--- src/rtl/square_voice_mixer.sv ---
// Four-voice square-wave tone generator and mixer fed by a time-multiplexed divider bus.
// Each voice keeps a half-period counter, square bit and decaying envelope; slot 3 latches the mix.
module square_voice_mixer #(
   parameter int TICK_BITS   = 5,
   parameter int DECAY_WRAPS = 64,
   parameter int FLOOR       = 6
) (
   input  logic        clk,
   input  logic        rst_n,
   input  logic [10:0] counter,
   input  logic [10:0] divider,
   output logic [7:0]  sample,
   output logic [3:0]  voice_active
);

   logic [10:0] cnt_r      [4];
   logic        bit_r      [4];
   logic [3:0]  level_r    [4];
   logic [10:0] last_div_r [4];
   logic [7:0]  prescaler_r;

   logic [1:0]  slot_s;
   logic        tick_s;
   logic        wrap_s;
   logic        decay_s;
   logic        silence_s;
   logic        change_s;
   logic        override_s;
   logic [7:0]  mix_s;

   assign slot_s     = counter[1:0];
   assign tick_s     = &counter[TICK_BITS+1:2];
   assign wrap_s     = (counter == 11'h7FF);
   assign decay_s    = wrap_s && (prescaler_r == 8'(DECAY_WRAPS - 1));
   assign silence_s  = (divider == 11'd0);
   assign change_s   = (divider != last_div_r[slot_s]);
   assign override_s = silence_s || change_s;

   // Sum of the audible voices; each contributes level*4 while its square bit is high.
   always_comb begin
      mix_s = 8'd0;
      for (int s = 0; s < 4; s++) begin
         if (bit_r[s]) begin
            mix_s = mix_s + {2'b00, level_r[s], 2'b00};
         end else begin
            mix_s = mix_s;
         end
      end
   end

   // Decay prescaler: counts counter wrap events and rolls over once per decay step.
   always_ff @(posedge clk or negedge rst_n) begin
      if (!rst_n) begin
         prescaler_r <= 8'd0;
      end else if (wrap_s) begin
         if (decay_s) begin
            prescaler_r <= 8'd0;
         end else begin
            prescaler_r <= prescaler_r + 8'd1;
         end
      end
   end

   // Per-voice state: visit rules for the addressed slot, envelope decay for every slot.
   always_ff @(posedge clk or negedge rst_n) begin
      if (!rst_n) begin
         for (int s = 0; s < 4; s++) begin
            cnt_r[s]      <= 11'd0;
            bit_r[s]      <= 1'b0;
            level_r[s]    <= 4'd0;
            last_div_r[s] <= 11'd0;
         end
         voice_active <= 4'b0000;
      end else begin
         for (int s = 0; s < 4; s++) begin
            if (slot_s == 2'(s)) begin
               if (silence_s) begin
                  cnt_r[s]        <= 11'd0;
                  bit_r[s]        <= 1'b0;
                  last_div_r[s]   <= 11'd0;
                  voice_active[s] <= 1'b0;
               end else if (change_s) begin
                  cnt_r[s]        <= divider;
                  level_r[s]      <= 4'd15;
                  last_div_r[s]   <= divider;
                  voice_active[s] <= 1'b1;
               end else if (tick_s) begin
                  if (cnt_r[s] == 11'd0) begin
                     bit_r[s] <= ~bit_r[s];
                     cnt_r[s] <= divider;
                  end else begin
                     cnt_r[s] <= cnt_r[s] - 11'd1;
                  end
               end
            end
            // A voice being silenced or retriggered this edge skips the decay step.
            if (decay_s && (level_r[s] > 4'(FLOOR)) && !((slot_s == 2'(s)) && override_s)) begin
               level_r[s] <= level_r[s] - 4'd1;
            end
         end
      end
   end

   // Frame-rate output: slot 3 latches the mix of the state present before this edge.
   always_ff @(posedge clk or negedge rst_n) begin
      if (!rst_n) begin
         sample <= 8'd0;
      end else if (slot_s == 2'd3) begin
         sample <= mix_s;
      end
   end

endmodule

--- config.mk ---
export PLATFORM = sky130hd
export DESIGN_NAME = square_voice_mixer
export DESIGN_NICKNAME = d
export VERILOG_FILES = /design/src/rtl/square_voice_mixer.sv
export SDC_FILE = /design/constraint.sdc
export NUM_CORES = 1
export LEC_CHECK = 0
export ABC_AREA = 1
export CAP_MARGIN = 20
export CORE_AREA = 2 2 124 126
export DETAILED_ROUTE_END_ITERATION = 8
export DIE_AREA = 0 0 126 128
export PLACE_DENSITY_LB_ADDON = 0.08
export SKIP_LAST_GASP = 1
export SYNTH_ARGS = -nofsm -noshare
export SYNTH_HDL_FRONTEND = slang
export SYNTH_SLANG_ARGS = --single-unit
--- constraint.sdc ---
create_clock -name clk -period 4.7 [get_ports clk]
set_clock_uncertainty 0.15 [all_clocks]
set_input_delay 0.47 -clock clk [delete_from_list [all_inputs] [get_ports clk]]
set_output_delay 0.47 -clock clk [all_outputs]
set_load 0.05 [all_outputs]
# Yosys cells after proc, flatten, opt, wreduce, memory -nomap -nowiden
# Cells that the tools add are included.
classes:
  reduce_logical: 56
  mux: 54
  n_eq_ne: 11
  magnitude_cmp: 5
  n_addsub: 12
  bitwise: 5
ops:
  columns: ["operator", "n"]
  rows:
  - ["11-bit 2-to-1 mux", 20]
  - ["11-bit logical NOT", 5]
  - ["11-bit by 1-bit subtractor with 11-bit output (second input constant)", 4]
  - ["4-bit 2-to-1 mux", 10]
  - ["8-bit 2-to-1 mux", 4]
  - ["2-bit nonzero test", 14]
  - ["8-bit by 6-bit adder with 8-bit output", 3]
  - ["11-bit binary-select mux with 2-bit select", 1]
  - ["1-bit 2-to-1 mux", 18]
  - ["4-bit by 3-bit > comparator with 1-bit output (second input constant)", 4]
  - ["2-bit AND reduction", 8]
  - ["4-bit AND reduction", 4]
  - ["4-bit by 1-bit subtractor with 4-bit output (second input constant)", 4]
  - ["1-bit logical AND", 13]
  - ["3-bit AND reduction", 4]
  - ["11-bit equality test (second input constant)", 1]
  - ["11-bit inequality test", 1]
  - ["8-bit by 1-bit adder with 8-bit output (second input constant)", 1]
  - ["8-bit by 6-bit equality test with 1-bit output (second input constant)", 1]
  - ["2-bit by 1-bit inequality test with 1-bit output (second input constant)", 4]
  - ["6-bit 2-to-1 mux", 1]
  - ["5-bit AND reduction", 1]
  - ["2-bit equality test (second input constant)", 2]
  - ["1-bit logical NOT", 4]
  - ["other kinds (8)", 11]
totals:
  ff_bits: 128
  wordCells: 165
  output_inout_bits: 12

# Longest topological paths before layout
logic_depth:
  depth_word: 11
  ltp_mapped: 23
  ltp_nobuf: 23

# Least setup slack after synthesis
# OpenSTA, ideal clock, no wires.
synth_timing:
  kind: "register -> register"
  start: "register bit_r[3] (netlist name)"
  end: "register sample[6]"
  arrival_ns: 3.209
  t_required_ns: 4.432
  setup_ns: 0.118
  path_slack_ns: 1.223
  period_less_slack_ns: 3.477
  stages_incl_launch_ff: 24
  cell_sequence: "dfrtp_1 nand2_1 inv_1 ha_1 inv_1 fa_1 a21oi_1 o21ai_0 o21ai_0 ha_1 nand2_1 nor2_1 a211oi_1 nor2_1 nand3b_1 nand2_1 ha_1 nand2_1 nand2_1 a31oi_1 nor2_1 or2_2 nand3_1 nand2_1"
synth_between:
  elab_chain_len: 7
synth_lines:
  columns: ["element", "line", "text"]
  rows:
  - ["start, declared", "17", "logic bit_r [4];"]
  - ["start signal, assigned by index", "89", "bit_r[s] <= ~bit_r[s];"]
  - ["6-bit 2-to-1 mux *", "43", "if (bit_r[s]) begin"]
  - ["8-bit by 6-bit adder with 8-bit output", "44", "mix_s = mix_s + {2'b00, level_r[s], 2'b00};"]
  - ["8-bit 2-to-1 mux *", "43", null]
  - ["8-bit by 6-bit adder with 8-bit output", "44", null]
  - ["8-bit 2-to-1 mux *", "43", null]
  - ["8-bit by 6-bit adder with 8-bit output", "44", null]
  - ["8-bit 2-to-1 mux *", "43", null]
  - ["end signal, assigned", "109", "sample <= mix_s;"]
  - ["end, declared", "12", "output logic [7:0] sample,"]
# Every way passes the cells marked *; elsewhere a longest branch is shown, timed or not.
# A chain may end at the register's enable or synchronous reset.

# Worst setup path after layout
# Same ends and word-level chain as after synthesis.

==> impl_metrics.yaml <==
timing:
  slew_viol_final: 0
  timing.fmax_mhz: 262
  holdWs_ns: 0.0116
  worst_pin_slew_ns: 0.922
  setup_ws_ns: 0.890
  rsz0062_at_grt: "false"
  timing.final.crit_period_ns: 3.81
  post-route-period-util: 0.811
  hold_viol_final: 0
  finalSetupViolCount: 0
  tns_ns: 0
  slew_headroom: 0.386
worst_setup_path:
  worst-path-buf-inv: 2
  cp_top_family: "simple AND/OR/NAND/NOR gates"
  required_ns: 4.87
  crit_type: "reg2reg"
  r2r_slack_ns: 0.89
  slowest_delay_ns: 0.42
  path_cells: "nand2_1, inv_1, ha_1, inv_1, fa_1, a21oi_1, o21ai_0, o21ai_0, ha_1, nand2_1, nor2_1, a211oi_1, nor2_1, nand3b_1, nand2_1, ha_1, nand2_1, nand2_1, a31oi_1, nor2_1, or2_2, nand3_1, nand2_1"
  endpoint_kind: "register"
  reg2reg_depth: 23
  crit_slowest_cell: "dfrtp_1"
  cpMostUsedCell: "nand2_1"
  crit_fanout: 6
  worstPathArrival_ns: 3.98
  cp-start-kind: "register"
  critical_path_depth: 23
cells_and_area:
  antenna_cells: 0
  syn_to_final_growth_pct: 14.1
  final_cell_mix: "461 x nand2_1, 126 x dfrtp_1, 125 x o21ai_0, 83 x inv_1, 65 x nor2_1"
  num-nets-final: 1216
  drive_gt1_frac: 0.0586
  final_common_cell: "nand2_1"
power_and_ir_drop:
  p_switching_w: 0.000988
  power_per_cell_area_mw_per_mm2: 360
  p_seq_frac: 0.402
  clkPwrFrac: 0.420
  internal-power_w: 0.00227
  sw_frac_of_total: 0.303
  peakVddDrop_mv: 0.278
  p_leak_nw: 4.57
  combPwrFrac: 0.178
clock_network:
  holdBufCountCts: 0
  post_cts_buffers: 0
  cts-root-buf: "clkbuf_16"
  ctsLongestPathBuffers: 2
  path_clk_slew_ns: 0.06
  tritoncts: "done"
  cts.sinks: 126
  cts-buffers-inserted: 17
  ctsResizeCount: 0
  clock_latency_ns: 0.43
  cts_max_level: 4
synthesis:
  syn_inst: 1131
  ys_warn_count: 0
  syn_avg_cell_area_sq_um: 7.01
  ys_types: 37
  synth-seq-area-share: 0.398
  synth_seq_cells: 126
  netlist_area_sq_mm: 0.00793
route:
  wl_per_cell_um: 15.4
  dr.pass1.iters: 5
  viasPerCell: 5.36
  num_vias: 7315
  drt_iter0_markers: 455
  ant_nets: 0
  post-route-drc-count: 0
  totalWireLength_mm: 21.0
place:
  io_buffers: 33
  hpwlAfterDp_mm: 14.4
  place_ws_ns: 0.948
  gp_congestion: 0.942
grt:
  grt_first_pass_wirelength_mm: 34.7
  globalRouteOverflowTotal: 0
  grt_pass1_vias: 6909
  antenna_found_initial: 0
  grt_max_degree: 101
  globalRouteTotalUtil: 0.273
die:
  die_y_um: 128
  ios: 36
  start_util: 0.533
  die_w_um: 126
  fp.coreArea_sq_mm: 0.0149
  rows: 45
  die-area_sq_mm: 0.0161
worst_hold_path:
  min_path_type: "in2async"
outcome:
  status: "finished, final reports clean"
flow_run:
  max_cap_viol_count: 0
layout make-up:
class	count	area, sq um
fill	1462	5820
clock buffer	18	439
sequential	126	3150
multi-input combinational	885	4280
clock inverter	14	168
inverter	87	327
tap	188	235
timing repair buffer	47	437
cell usage after synthesis:
library cell  instances  area share
nand2_2               7      0.0055
inv_1                83       0.039
o22ai_1               1     0.00079
nor2_1               65       0.031
xnor2_1              16       0.018
a31oi_1               4      0.0032
nand3_2               1      0.0013
o211ai_1              2      0.0019
nand3b_1              6      0.0057
o31ai_1               3      0.0028
o21ai_0             125       0.079
nor3_1               12      0.0076
nand3b_2              1      0.0014
a21oi_1              15      0.0095
clkbuf_1              8      0.0038
or2_2                 4      0.0032
buf_2                22       0.014
xor2_1               30       0.033
nand4_1              11      0.0087
a22oi_1               2      0.0019
ha_1                 25       0.039
nand3_1              62       0.039
a31o_2                1      0.0011
clkbuf_2              1     0.00063
conb_1                1     0.00047
inv_2                 4      0.0019
o21ai_1              17       0.011
nand2_1             461        0.22
o211a_1               1      0.0013
nor2_2                2      0.0016
a211oi_1              1     0.00095
o21a_1                1     0.00095
buf_4                 3      0.0028
nor4_1                2      0.0016
dfrtp_1             126        0.40
nor2_4                2      0.0028
fa_1                  3      0.0076
sequential cells by signal, indices dropped and copies added (netlist names):
name,count
level_r,16
voice_active,4
cnt_r,44
prescaler_r,8
last_div_r,44
bit_r,4
sample,6
power groups by stage:
| stage | Clock, W | Combinational [W] | Sequential (W) |
|---|---|---|---|
| detailed placement | 0 | 0.000577 | 0.00133 |
| CTS | 0.00139 | 0.000581 | 0.00131 |
| finish | 0.00137 | 0.000579 | 0.00131 |
| floorplan | 0 | 0.000402 | 0.00132 |
| global placement | 0 | 0.000567 | 0.00133 |
| global route | 0.00143 | 0.000667 | 0.00133 |
cell families (layout without fill, tap and decap cells):
family / Yosys count / after routing / synth area share
and+or+nand+nor: 636 / 636 / 0.328
AOI/OAI and AO/OA: 173 / 173 / 0.114
DFF: 126 / 126 / 0.398
buffers and inverters: 121 / 166 / 0.0624
xor gates and xnor gates: 46 / 46 / 0.0508
adders and majority gates: 28 / 28 / 0.0470
other: 1 / 2 / 0.000473
through the flow:
step | total power, W | area [sq um] | std cells | utilization
3_5_place_dp | 0.00190 | 8430 | 1333 | 0.567
5_1_grt | 0.00343 | 9040 | 1365 | 0.608
4_1_cts | 0.00328 | 9040 | 1365 | 0.608
2_1_floorplan | 0.00172 | 7930 | 1132 | -
6_report | 0.00326 | 9040 | 1365 | 0.608
3_3_place_gp | 0.00189 | 8430 | 1333 | 0.567
layer usage:
layer,global-route usage,routed length [um]
met2,0.455,9760
met4,0.119,750
met5,0,0
met3,0.0518,1110
met1,0.349,9370
path summary, 6_finish.rpt:
| check | from | end |
|---|---|---|
| max | bit_r[3] | sample[6] |
| min | rst_n | last_div_r[38] |
| max reg2reg | bit_r[3] | sample[6] |
| min reg2reg | last_div_r[25] | last_div_r[25] |
| max in group asynchronous | rst_n | level_r[0] |
| min in group clk | last_div_r[25] | last_div_r[25] |
No activity file was read; power rests on OpenSTA's default activity.
